[src/rtl/ifetch_queue.sv]
// Instruction fetch stage: sequential PC fetch over req/ack, a small instruction
// queue toward decode, and redirect handling that flushes and refetches.
module ifetch_queue #(
  parameter logic [31:0] RESET_PC = 32'h0000_0000,
  parameter int unsigned QDEPTH   = 2
) (
  input  logic        clk,
  input  logic        reset,
  output logic        imem_req,
  output logic [31:0] imem_addr,
  input  logic        imem_ack,
  input  logic [31:0] imem_rdata,
  input  logic        redirect,
  input  logic [31:0] redirect_pc,
  output logic        dec_valid,
  output logic [31:0] dec_instr,
  output logic [31:0] dec_pc,
  output logic [31:0] dec_pcplus4,
  input  logic        dec_ready
);

  localparam int unsigned PW = (QDEPTH > 1) ? $clog2(QDEPTH) : 1;
  localparam int unsigned CW = $clog2(QDEPTH) + 1;
  localparam logic [CW-1:0] FULL = CW'(QDEPTH);

  typedef enum logic [1:0] {
    IDLE = 2'd0,
    WAIT = 2'd1,
    DROP = 2'd2
  } state_t;

  state_t        state;
  logic [31:0]   fpc;
  logic [31:0]   tgt;
  logic [PW-1:0] head, tail, head_n, tail_n;
  logic [CW-1:0] cnt, cnt_n;
  logic [31:0]   pc_q    [QDEPTH];
  logic [31:0]   instr_q [QDEPTH];
  logic          push, pop;
  logic [31:0]   head_pc_n, head_instr_n;

  // Credit and next queue bookkeeping; a redirect discards everything.
  always_comb begin
    tgt          = redirect_pc & ~32'h3;
    pop          = dec_valid & dec_ready;
    push         = (state == WAIT) & imem_ack & ~redirect;
    cnt_n        = cnt + CW'(push) - CW'(pop);
    head_n       = head + PW'(pop);
    tail_n       = tail + PW'(push);
    head_pc_n    = pc_q[head_n];
    head_instr_n = instr_q[head_n];
    // Entry being written this cycle becomes the head when the queue drains to it.
    if (push && (tail == head_n)) begin
      head_pc_n    = fpc;
      head_instr_n = imem_rdata;
    end
    if (redirect) begin
      cnt_n  = '0;
      head_n = '0;
      tail_n = '0;
    end
  end

  // Fetch state machine with registered request and address.
  always_ff @(posedge clk or posedge reset) begin
    if (reset) begin
      state     <= IDLE;
      fpc       <= RESET_PC;
      imem_req  <= 1'b0;
      imem_addr <= RESET_PC;
    end else if (redirect) begin
      fpc <= tgt;
      if ((state != IDLE) && !imem_ack) begin
        state    <= DROP;
        imem_req <= 1'b1;
      end else begin
        state     <= IDLE;
        imem_req  <= 1'b0;
        imem_addr <= tgt;
      end
    end else begin
      case (state)
        IDLE: begin
          if (cnt < FULL) begin
            state     <= WAIT;
            imem_req  <= 1'b1;
            imem_addr <= fpc;
          end
        end
        WAIT: begin
          if (imem_ack) begin
            fpc       <= fpc + 32'd4;
            imem_addr <= fpc + 32'd4;
            if (cnt_n < FULL) begin
              state    <= WAIT;
              imem_req <= 1'b1;
            end else begin
              state    <= IDLE;
              imem_req <= 1'b0;
            end
          end
        end
        DROP: begin
          if (imem_ack) begin
            state     <= IDLE;
            imem_req  <= 1'b0;
            imem_addr <= fpc;
          end
        end
        default: begin
          state    <= IDLE;
          imem_req <= 1'b0;
        end
      endcase
    end
  end

  // Queue pointers, occupancy and registered decode-facing head.
  always_ff @(posedge clk or posedge reset) begin
    if (reset) begin
      head        <= '0;
      tail        <= '0;
      cnt         <= '0;
      dec_valid   <= 1'b0;
      dec_instr   <= '0;
      dec_pc      <= '0;
      dec_pcplus4 <= '0;
    end else begin
      head      <= head_n;
      tail      <= tail_n;
      cnt       <= cnt_n;
      dec_valid <= (cnt_n != '0);
      if (cnt_n != '0) begin
        dec_instr   <= head_instr_n;
        dec_pc      <= head_pc_n;
        dec_pcplus4 <= head_pc_n + 32'd4;
      end else begin
        dec_instr   <= '0;
        dec_pc      <= '0;
        dec_pcplus4 <= '0;
      end
    end
  end

  // Queue storage; credit flow control must never let a push hit a full queue.
  always_ff @(posedge clk) begin
    if (push) begin
      assert (cnt != FULL);
      pc_q[tail]    <= fpc;
      instr_q[tail] <= imem_rdata;
    end
  end

endmodule
[config.mk]
export PLATFORM = sky130hd
export DESIGN_NAME = ifetch_queue
export DESIGN_NICKNAME = d
export VERILOG_FILES = /design/src/rtl/ifetch_queue.sv
export SDC_FILE = /design/constraint.sdc
export NUM_CORES = 1
export LEC_CHECK = 0
export ABC_AREA = 1
export CAP_MARGIN = 25
export CORE_MARGIN = 3
export CORE_UTILIZATION = 50
export CTS_CLUSTER_DIAMETER = 150
export DETAILED_ROUTE_END_ITERATION = 16
export PLACE_DENSITY = 0.75
export SLEW_MARGIN = 10
export SYNTH_ARGS = -nofsm -noshare
export SYNTH_HDL_FRONTEND = slang
export SYNTH_SLANG_ARGS = --single-unit
export TNS_END_PERCENT = 50
[constraint.sdc]
create_clock -name clk -period 6.71 [get_ports clk]
set_clock_uncertainty 0.2 [all_clocks]
set_input_delay 1.342 -clock clk [delete_from_list [all_inputs] [get_ports clk]]
set_output_delay 1.342 -clock clk [all_outputs]
set_load 0.02 [all_outputs]
==> results.toml <==
[final_layout]
final_net_count = 1668
multi_input_area_um2 = 4420
fillCellCount = 2050
antenna_cells = 0
syn2layout_area_growth_pct = 23.9
final_area_um2 = 16000
drive_above_1_share = 0.0619
regArea_um2 = 7750

[logic_synthesis]
synthAdderAreaFrac = 0.00580
synth.distinct_cells = 42
yosysWarningCount = 0
syn_area_per_cell_um2 = 9.11
yosys.area.top_type = "dfrtp_1"
synth-xor-area-share = 0.0101
synth_top_area_share = 0.311
synth_area_um2 = 12900
synthSimpleGateAreaFrac = 0.236
yosys-top-cells-area = "dfrtp_1 (31%), edfxtp_1 (29%), nand2_1 (12%)"
synth-compound-area-share = 0.0874
muxShareOfSynthArea = 0
synth_top_family_by_area = "simple AND/OR/NAND/NOR gates"
synth-seq-area-share = 0.599
syn_inst = 1422
synth_seq_cells = 285

[grt]
grt_pass1_vias = 10200
antenna_found_initial = 0
gr-total-overflow = 0
grt_usage = 0.226
grt_max_degree = 85
grt_pass1_wl_mm = 52.3

[placement]
gp_congestion = 0.914
portBuffers = 192
place_area_um2 = 15100
dp_hpwl_mm = 21.1
post-place-ws_ns = 1.54

[power]
total_leakage_power_nw = 6.98
ir_drop_v = 0.000247
p_per_area_nw_per_um2 = 391

[clock_tree]
cts_buffers = 29
clk_latency_ns = 0.54
clk_pin_slew_ns = 0.06
cts.htree.levels = 1
clock-sinks = 285
cts_root_buffer = "clkbuf_16"
cts_resized = 0
holdBufCountCts = 0
cts_buffer_depth = 3
cts_setup_buffers = 0
cts_tree = "built"

[worst_setup_path]
cp.required_ns = 6.93
path_delay_family = "buffers and inverters"
cp_max_fo = 64
critical_path.max_stage_delay_ns = 0.62
cp_slowest_cell = "buf_4"
critPathBufInv = 5
path_class = "primary input to register"
path_cells = "clkdlybuf4s50_1 > nand2_2 > nand2_4 > nand2_2 > buf_4 > o21ai_0 > nand2_1 > o21ai_1 > inv_1 > ha_1 > nand2_1 > inv_1 > nand3_1 > nor2_1 > o21ai_0 > o21ai_0 > inv_1"
critical_path_arrival_ns = 4.86
end_kind = "register"
cp-start-kind = "primary input"

[sta]
hold-worst-slack_ns = 0.280
min_period_ns = 4.64
report.final.slew_viol_count = 0
finalCritPeriodShare = 0.692
setup_viol = 0
timing_hold_violations_final = 0
setup_tns_ns = 0
tightest_slew_ns = 0.885
rsz0062_at_grt = "false"
slew_headroom = 0.409
max_freq_mhz = 215
final.setup.worst_slack_ns = 2.07

[drt]
vias = 10500
drt_pass1_iterations = 6
viasPerCell = 5.39
drt_iter0_drc = 1126
drt-wirelength-per-cell_um = 16.4
drt_wl_total_mm = 31.9
drc_errors = 0
detail-route-antenna-nets = 0

[floorplanning]
die_h_um = 167
io_pins = 199
rows = 58
start_util = 0.511
die_w_um = 167
core_um2 = 25300
dieArea_um2 = 27900

[status]
status = "complete, no violations"

[min_path]
hp-class = "register to register"

[run]
cap_violations = 0
==> worst reg2reg max path: cells and delay by family, from the launching register on <==
family | cells | cell delay, ns
and+or+nand+nor | 3 | 1.53
buffers and inverters | 3 | 1.17
AOI/OAI and AO/OA | 2 | 0.44
DFF | 1 | 0.39
==> metal layers <==
layer	GRT usage	part of all wire	up-vias
li1	-	-	5048
met5	0	0	-
met3	0.0382	0.081	55
met4	0.0656	0.024	0
met1	0.318	0.43	4967
met2	0.366	0.46	417
==> cells in the final DEF (no fill, tap or decap), types with 5 or more instances in the layout <==
cell,synthesis,layout
a21oi_1,34,34
a31oi_1,51,51
buf_4,8,16
clkbuf_1,43,10
clkbuf_16,0,29
clkbuf_8,0,5
clkdlybuf4s50_1,0,191
dfrtp_1,161,161
edfxtp_1,124,124
inv_1,114,113
nand2_1,409,409
nand2_2,7,7
nand3_1,133,133
nand4_1,8,8
nor2_1,122,122
nor2_2,12,12
nor3_1,12,12
o21ai_0,91,91
o21ai_1,11,11
xor2_1,13,13
==> cell families after synthesis <==
kind of cell    count (synthesis)
simple gates                  720
flops                         285
compound gates                204
buf+inv                       191
xor+xnor                       15
fa+ha+maj                       6
other cells                     1
==> final timing paths <==
check | startpoint | to | slack, ns | cells after the start
worst max-delay path | dec_ready | dec_pcplus4[12] | 2.07 | 17
worst min-delay path | imem_addr[7] | imem_addr[7] | 0.28 | 2
worst max register to register | state[1] | fpc[19] | 2.84 | 8
worst min register to register | imem_addr[7] | imem_addr[7] | 0.28 | 2
max in group asynchronous | reset | dec_pc[2] | 4.47 | 3
min in group asynchronous | reset | dec_instr[27] | 0.96 | 2
==> registers in the layout, indices dropped and copies added (netlist names) <==
name	flops
imem_req	1
fpc	30
dec_pcplus4	30
head	1
state	2
cnt	2
pc_q	60
dec_pc	30
tail	1
imem_addr	31
dec_instr	32
dec_valid	1
instr_q	64
==> synthesized netlist by cell type (all sizes together) <==
cell type  number
xnor2           2
conb            1
buf            29
a21boi          3
and3            1
clkinv          1
a22oi           3
nand3         138
dfrtp         161
xor2           13
or2             1
o311ai          2
o31ai           1
nor3           12
a22o            1
a211oi          4
o21ai         103
a31oi          51
ha              6
edfxtp        124
inv           118
a21oi          34
and2            1
nand4           8
nand2         418
o21a            2
nor4            1
clkbuf         43
nor2          138
nand3b          2
==> metrics by stage <==
| step | power [mW] | util | cells |
|---|---|---|---|
| 4_1_cts | 6.32 | 0.634 | 1946 |
| 3_3_place_gp | 4.67 | 0.595 | 1891 |
| 3_5_place_dp | 4.72 | 0.596 | 1892 |
| 5_1_grt | 6.65 | 0.634 | 1946 |
| 2_1_floorplan | 3.77 | - | 1425 |
| 6_report | 6.27 | 0.634 | 1946 |
==> final cells by class <==
| cell class | instances | area share |
|---|---|---|
| clock buffer | 45 | 0.0523 |
| clock inverter | 9 | 0.00671 |
| inverter | 119 | 0.0281 |
| multi-input combinational | 949 | 0.275 |
| sequential | 285 | 0.483 |
| tap | 330 | 0.0257 |
| timing repair buffer | 209 | 0.129 |
==> where the power goes <==
group | internal (mW) | switching (mW) | total [mW]
Clock | 0.938 | 0.637 | 1.58
Combinational | 0.855 | 1.38 | 2.23
Sequential | 2.21 | 0.255 | 2.47
Note: power is estimated with default switching activity, not from simulation.
